==> config.mk <==
export PLATFORM = sky130hd
export DESIGN_NAME = alu_rr_arbiter
export DESIGN_NICKNAME = d
export VERILOG_FILES = /design/src/rtl/alu_rr_arbiter.sv
export SDC_FILE = /design/constraint.sdc
export NUM_CORES = 1
export LEC_CHECK = 0
export ABC_AREA = 1
export BUFFER_PORTS_ARGS = -buffer_cell sky130_fd_sc_hd__buf_2
export CAP_MARGIN = 20
export CORE_AREA = 5 5 80 82
export CTS_CLUSTER_SIZE = 8
export DETAILED_ROUTE_END_ITERATION = 8
export DIE_AREA = 0 0 85 87
export GPL_TIMING_DRIVEN = 1
export MAX_ROUTING_LAYER = met4
export PLACE_DENSITY_LB_ADDON = 0.2
export SLEW_MARGIN = 10
export SYNTH_ARGS = -nofsm -noshare
export SYNTH_HDL_FRONTEND = slang
export SYNTH_SLANG_ARGS = --single-unit
export TNS_END_PERCENT = 1
==> constraint.sdc <==
create_clock -name clk -period 2.01 [get_ports clk]
set_input_delay 0.603 -clock clk [delete_from_list [all_inputs] [get_ports clk]]
set_output_delay 0.603 -clock clk [all_outputs]
set_load 0.005 [all_outputs]
==> src/rtl/alu_rr_arbiter.sv <==
// -----------------------------------------------------------------------------
// alu_rr_arbiter
//
// Shares a single external reg_ALU between two requesters. An operation is
// accepted in IDLE (round-robin on ties), its operands are latched locally and
// then streamed to the ALU over one shared data bus:
//   IDLE -> LOAD_A -> LOAD_B -> LOAD_OP -> EXEC -> RESP -> IDLE
// The response is presented in RESP until the consumer accepts it.
//
// Optional feature (macro ALU_ARB_TIMEOUT_EN):
//   When defined, a response left unaccepted for 16 RESP cycles is dropped,
//   the FSM returns to IDLE and resp_dropped is set (sticky until reset).
//   When undefined, RESP waits forever and resp_dropped is tied low.
//
// Ports:
//   clk, reset                      clock, synchronous active-high reset
//   reqN_valid/A/B/Op, reqN_ready   requester N operation and accept pulse
//   alu_data, alu_load_A/B/Op,      shared bus and strobes into reg_ALU
//   alu_update_Res
//   alu_Result, alu_Flags           reg_ALU outputs
//   resp_valid/id/Result/Flags,     response channel to the granted requester
//   resp_ready
//   busy                            FSM not in IDLE
//   resp_dropped                    sticky response-timeout indicator
// -----------------------------------------------------------------------------
module alu_rr_arbiter #(
    parameter int WIDTH = 16
) (
    input  logic             clk,
    input  logic             reset,
    input  logic             req0_valid,
    input  logic             req1_valid,
    input  logic [WIDTH-1:0] req0_A,
    input  logic [WIDTH-1:0] req0_B,
    input  logic [WIDTH-1:0] req1_A,
    input  logic [WIDTH-1:0] req1_B,
    input  logic [1:0]       req0_Op,
    input  logic [1:0]       req1_Op,
    output logic             req0_ready,
    output logic             req1_ready,
    output logic [WIDTH-1:0] alu_data,
    output logic             alu_load_A,
    output logic             alu_load_B,
    output logic             alu_load_Op,
    output logic             alu_update_Res,
    input  logic [WIDTH-1:0] alu_Result,
    input  logic [3:0]       alu_Flags,
    output logic             resp_valid,
    output logic             resp_id,
    output logic [WIDTH-1:0] resp_Result,
    output logic [3:0]       resp_Flags,
    input  logic             resp_ready,
    output logic             busy,
    output logic             resp_dropped
);

    typedef enum logic [2:0] {
        IDLE    = 3'd0,
        LOAD_A  = 3'd1,
        LOAD_B  = 3'd2,
        LOAD_OP = 3'd3,
        EXEC    = 3'd4,
        RESP    = 3'd5
    } state_t;

    state_t             state_r;
    state_t             state_s;
    logic               last_grant_r;
    logic               id_r;
    logic [WIDTH-1:0]   a_r;
    logic [WIDTH-1:0]   b_r;
    logic [1:0]         op_r;
    logic               grant_en_s;
    logic               grant_id_s;
    logic               timeout_hit_s;

    // Round-robin pick: a lone requester always wins; on a tie the requester
    // that was not granted last wins.
    function automatic logic pick_winner(input logic v0, input logic v1,
                                         input logic last);
        logic w;
        if (v0 && v1) begin
            w = ~last;
        end else if (v1) begin
            w = 1'b1;
        end else begin
            w = 1'b0;
        end
        return w;
    endfunction

    // Grant decision; suppressed while reset is asserted so no accept pulse
    // can escape during reset.
    always_comb begin
        grant_en_s = 1'b0;
        grant_id_s = pick_winner(req0_valid, req1_valid, last_grant_r);
        if ((state_r == IDLE) && !reset) begin
            grant_en_s = req0_valid | req1_valid;
        end else begin
            grant_en_s = 1'b0;
        end
    end

    // State register.
    always_ff @(posedge clk) begin
        if (reset) begin
            state_r <= IDLE;
        end else begin
            state_r <= state_s;
        end
    end

    // Next-state logic; only IDLE and RESP have conditional exits.
    always_comb begin
        state_s = state_r;
        case (state_r)
            IDLE: begin
                if (grant_en_s) begin
                    state_s = LOAD_A;
                end else begin
                    state_s = IDLE;
                end
            end
            LOAD_A:  state_s = LOAD_B;
            LOAD_B:  state_s = LOAD_OP;
            LOAD_OP: state_s = EXEC;
            EXEC:    state_s = RESP;
            RESP: begin
                if (resp_ready || timeout_hit_s) begin
                    state_s = IDLE;
                end else begin
                    state_s = RESP;
                end
            end
            default: state_s = IDLE;
        endcase
    end

    // Operand capture at accept; later input changes cannot reach the
    // operation in flight. Pointer resets to 1 so requester 0 wins first tie.
    always_ff @(posedge clk) begin
        if (reset) begin
            a_r          <= {WIDTH{1'b0}};
            b_r          <= {WIDTH{1'b0}};
            op_r         <= 2'b00;
            id_r         <= 1'b0;
            last_grant_r <= 1'b1;
        end else if (grant_en_s) begin
            a_r          <= grant_id_s ? req1_A  : req0_A;
            b_r          <= grant_id_s ? req1_B  : req0_B;
            op_r         <= grant_id_s ? req1_Op : req0_Op;
            id_r         <= grant_id_s;
            last_grant_r <= grant_id_s;
        end
    end

`ifdef ALU_ARB_TIMEOUT_EN
    logic [3:0] wait_cnt_r;
    logic       dropped_r;

    assign timeout_hit_s = (state_r == RESP) && !resp_ready && (wait_cnt_r == 4'd15);

    // Counts unaccepted RESP cycles; the 16th one drops the response.
    always_ff @(posedge clk) begin
        if (reset) begin
            wait_cnt_r <= 4'd0;
            dropped_r  <= 1'b0;
        end else if ((state_r == RESP) && !resp_ready) begin
            if (timeout_hit_s) begin
                wait_cnt_r <= 4'd0;
                dropped_r  <= 1'b1;
            end else begin
                wait_cnt_r <= wait_cnt_r + 4'd1;
            end
        end else begin
            wait_cnt_r <= 4'd0;
        end
    end

    assign resp_dropped = dropped_r & ~reset;
`else
    assign timeout_hit_s = 1'b0;
    assign resp_dropped  = 1'b0;
`endif

    // Output decode from the state register; everything is forced low while
    // reset is asserted.
    always_comb begin
        req0_ready     = 1'b0;
        req1_ready     = 1'b0;
        alu_data       = {WIDTH{1'b0}};
        alu_load_A     = 1'b0;
        alu_load_B     = 1'b0;
        alu_load_Op    = 1'b0;
        alu_update_Res = 1'b0;
        resp_valid     = 1'b0;
        resp_id        = 1'b0;
        resp_Result    = {WIDTH{1'b0}};
        resp_Flags     = 4'b0000;
        busy           = 1'b0;
        if (!reset) begin
            busy = (state_r != IDLE);
            case (state_r)
                IDLE: begin
                    req0_ready = grant_en_s & ~grant_id_s;
                    req1_ready = grant_en_s &  grant_id_s;
                end
                LOAD_A: begin
                    alu_data   = a_r;
                    alu_load_A = 1'b1;
                end
                LOAD_B: begin
                    alu_data   = b_r;
                    alu_load_B = 1'b1;
                end
                LOAD_OP: begin
                    alu_data    = {{(WIDTH-2){1'b0}}, op_r};
                    alu_load_Op = 1'b1;
                end
                EXEC: begin
                    alu_update_Res = 1'b1;
                end
                RESP: begin
                    resp_valid  = 1'b1;
                    resp_id     = id_r;
                    resp_Result = alu_Result;
                    resp_Flags  = alu_Flags;
                end
                default: begin
                    busy = 1'b0;
                end
            endcase
        end else begin
            busy = 1'b0;
        end
    end

endmodule

==> results.rst <==
.. list-table::
   :header-rows: 1

   * - Metric
     - Value
   * - Status
     - finished, final reports clean
   * - Share of the synthesized area in the top cell type
     - 32.8%
   * - Antenna violations before repair
     - 0
   * - Routed length on met1
     - 2920 microns
   * - Post-synth top flop
     - sky130_fd_sc_hd__dfxtp_1
   * - Starting Density
     - 41.9%
   * - Dpl hpwl
     - 5470 microns
   * - Worst Path Required
     - 1410 ps
   * - Synthesis warning total
     - 0
   * - GRT overflow
     - 0
   * - Wire length of the first global-routing pass
     - 11700 microns
   * - Synthesis-to-finish area growth
     - 37.7%
   * - Worst-Skew Late Latency
     - 290 ps
   * - Timing-limited maximum frequency
     - 0.500 GHz
   * - Most area-consuming cells after synthesis
     - sky130_fd_sc_hd__dfxtp_1 33%, sky130_fd_sc_hd__nand2_1 33%, sky130_fd_sc_hd__nand3_1 7.8%
   * - Placement row count
     - 28
   * - Antenna viol nets, final
     - 0
   * - Hold path startpoint
     - a_r[7]
   * - Avg Cell Area, Syn
     - 5.76 sq um
   * - Number of placed I/O pins
     - 139
   * - Quantity of I/O buffers inserted on ports
     - 137
   * - List of most frequent post-synthesis cells
     - 207 x sky130_fd_sc_hd__nand2_1, 39 x sky130_fd_sc_hd__dfxtp_1, 38 x sky130_fd_sc_hd__nor2_1
   * - Shortest period the worst path allows
     - 2000 ps
   * - RSZ-0062 raised after global routing
     - true
   * - Layout Cells excl Fill
     - 623
   * - Total design power
     - 0.00205 W
   * - Number of search-and-repair iterations in the first detailed-routing pass
     - 4
   * - Number of post-CTS setup repair buffers
     - 0
   * - CTS Buffer Depth
     - 2
   * - Area of the die
     - 7400 sq um
   * - Die width
     - 85 microns
   * - Area of the core
     - 5680 sq um
   * - Critical path launch point type
     - register
   * - Worst slack, placed
     - -43.3 ps
   * - Number of enable flip-flop cells after synthesis
     - 0
   * - DRC violation count after routing
     - 0
   * - Number of distinct library cell variants in the gate-level netlist after synthesis
     - 20
   * - Period utilization
     - 99.5%
   * - Worst-case setup margin in the final layout
     - 9.99 ps
   * - DRT Wirelength
     - 7040 microns
   * - Fraction of registers with async set or reset after synthesis
     - 0%
   * - Root Buffer Master
     - sky130_fd_sc_hd__clkbuf_8
   * - Endpoint, Worst Hold
     - a_r[7]
   * - CTS tree
     - built
   * - Number of DRC violations after detailed-routing iteration 0
     - 167
   * - Top-count cell post-synth
     - sky130_fd_sc_hd__nand2_1
   * - Final routed wire length divided by cell count
     - 11.3 microns
   * - Num CTS Buffers
     - 5
   * - Number of cells on the worst reg-to-reg path
     - 6
   * - Worst clock skew
     - 6.17 ps
   * - Routed met2 length
     - 3460 microns
   * - Setup slack on the worst flop-to-flop path
     - 690 ps
   * - Setup violations, final
     - 0
   * - Type of the setup path with the least slack
     - reg -> out
   * - Instance count along the most critical hold path
     - 2
   * - Via count of the first global-routing pass
     - 2724
   * - Peak VDD IR
     - 440 uV
   * - Hold Fails Final Rpt
     - 0
   * - Detailed route wirelength on metal3
     - 596 microns
   * - Overall die height
     - 87 microns
   * - Worst-path clk slew
     - 70 ps
   * - Antenna diode count
     - 0
   * - Class of the most critical hold timing path
     - reg -> reg
   * - Via count
     - 2853
   * - Number of nets produced by synthesis
     - 506
   * - Sequential-to-total area share from yosys stat
     - 32.8%
   * - CP Capture Type
     - output port
   * - Destination of the worst register-to-register timing path
     - b_r[4]
   * - Peak fanout along the critical path
     - 8
   * - Highest layer used for signal routing
     - met4
   * - Cell area after synthesis
     - 2380 sq um
   * - Worst r2r src
     - state_r[1]
   * - Final #Nets
     - 640
   * - Largest area contributor in the netlist
     - sky130_fd_sc_hd__dfxtp_1
   * - Number of instances in the synthesized netlist
     - 413
   * - Critical path data arrival time
     - 1400 ps
   * - Largest net degree at the start of global routing
     - 35
   * - Drt via density
     - 4.58
   * - Gpl congestion
     - 0.835
   * - Number of clock sinks
     - 39
   * - Final Core Density
     - 57.7%
   * - Yosys reg bits
     - 39
   * - Global routing usage summed across all routing layers
     - 19.6%
   * - Power per cell area
     - 625 nW/um^2
   * - Max-cap check violation count
     - 0
   * - Fin. max-slew vios
     - 0
   * - Fill cells
     - 613
   * - Leakage power
     - 1.99 nW
   * - Maximum level of the CTS H-tree
     - 2
   * - Fraction of final layout cells with drive strength greater than 1
     - 34.3%
   * - # placed instances
     - 614
state kept, by name, indices dropped and copies added, names as in the netlist:
register / cells
state_r: 3
a_r: 16
b_r: 16
last_grant_r: 1
op_r: 2
id_r: 1
power by group:
part	internal, W	leakage (nW)	switching [W]
sequential	0.000880	0.324	0.0000668
combinational	0.000236	1.63	0.000360
clock	0.000243	0.0422	0.000261
placed cells by master, fill, tap and decap left out, drive strengths merged:
cell      count
inv          39
nor3          3
a21oi        15
nor2         39
clkbuf        7
nand4         1
nand2       210
buf         149
nand3        37
clkinvlp      1
o21ai         5
a211oi        1
dfxtp        39
conb          1
clkinv        1
cell families (layout without fill, tap and decap cells):
| group | after synthesis | count (layout) | synth area share (%) |
|---|---|---|---|
| AOI/OAI and AO/OA | 21 | 21 | 4.53 |
| buffers and inverters | 62 | 197 | 12.9 |
| DFF | 39 | 39 | 32.8 |
| other | 1 | 1 | 0.158 |
| and+or+nand+nor | 290 | 290 | 49.6 |
worst max-delay path: stages, from the launching register on:
cell,delay (ps)
sky130_fd_sc_hd__dfxtp_4,370
sky130_fd_sc_hd__nor3_4,230
sky130_fd_sc_hd__buf_6,160
sky130_fd_sc_hd__nand2_1,80
sky130_fd_sc_hd__a21oi_2,140
sky130_fd_sc_hd__buf_2,130
cell type report:
cell class	count	area [sq um]	area share, %
timing repair inverter	1	7.51	0.229
sequential	39	792	24.2
timing repair buffer	149	783	23.9
clock buffer	7	76.3	2.33
clock inverter	1	5.00	0.153
multi-input combinational	312	1360	41.6
tap	75	93.8	2.87
inverter	39	154	4.70
worst max-delay path by stage:
stage / startpoint / endpoint / slack [ps] / depth (start not counted)
floorplan: req0_valid / req1_ready / 160 / 6
CTS: state_r[2] / alu_data[0] / -5 / 7
global route: state_r[2] / alu_data[1] / -90 / 7
finish: state_r[2] / alu_data[10] / 10 / 5
global placement: reset / resp_Result[15] / 30 / 5
detailed placement: reset / resp_Result[0] / -40 / 5
metal layers:
metal	track usage, %	vias up
met5	-	-
met4	4.60	0
met1	22.9	1243
met3	5.49	7
met2	33.6	93
li1	-	1510
per-stage QoR:
step,cell area (sq um),TNS [ps],hold WS (ps)
final,3270,0,473
after global routing,3270,-1120,498
after CTS,3220,-4.99,475
after detailed placement,3090,-614,463
after global placement,3090,0,460
after floorplan,2380,0,447
what timing repair did:
item | in CTS | in global routing
pin swaps | 0 | 6
cloned | 1 | 0
gates resized for setup | 17 | 15
setup endpoints to repair | 38 | 40
hold buffers | 0 | 0
(Power assumes the default switching activity.)
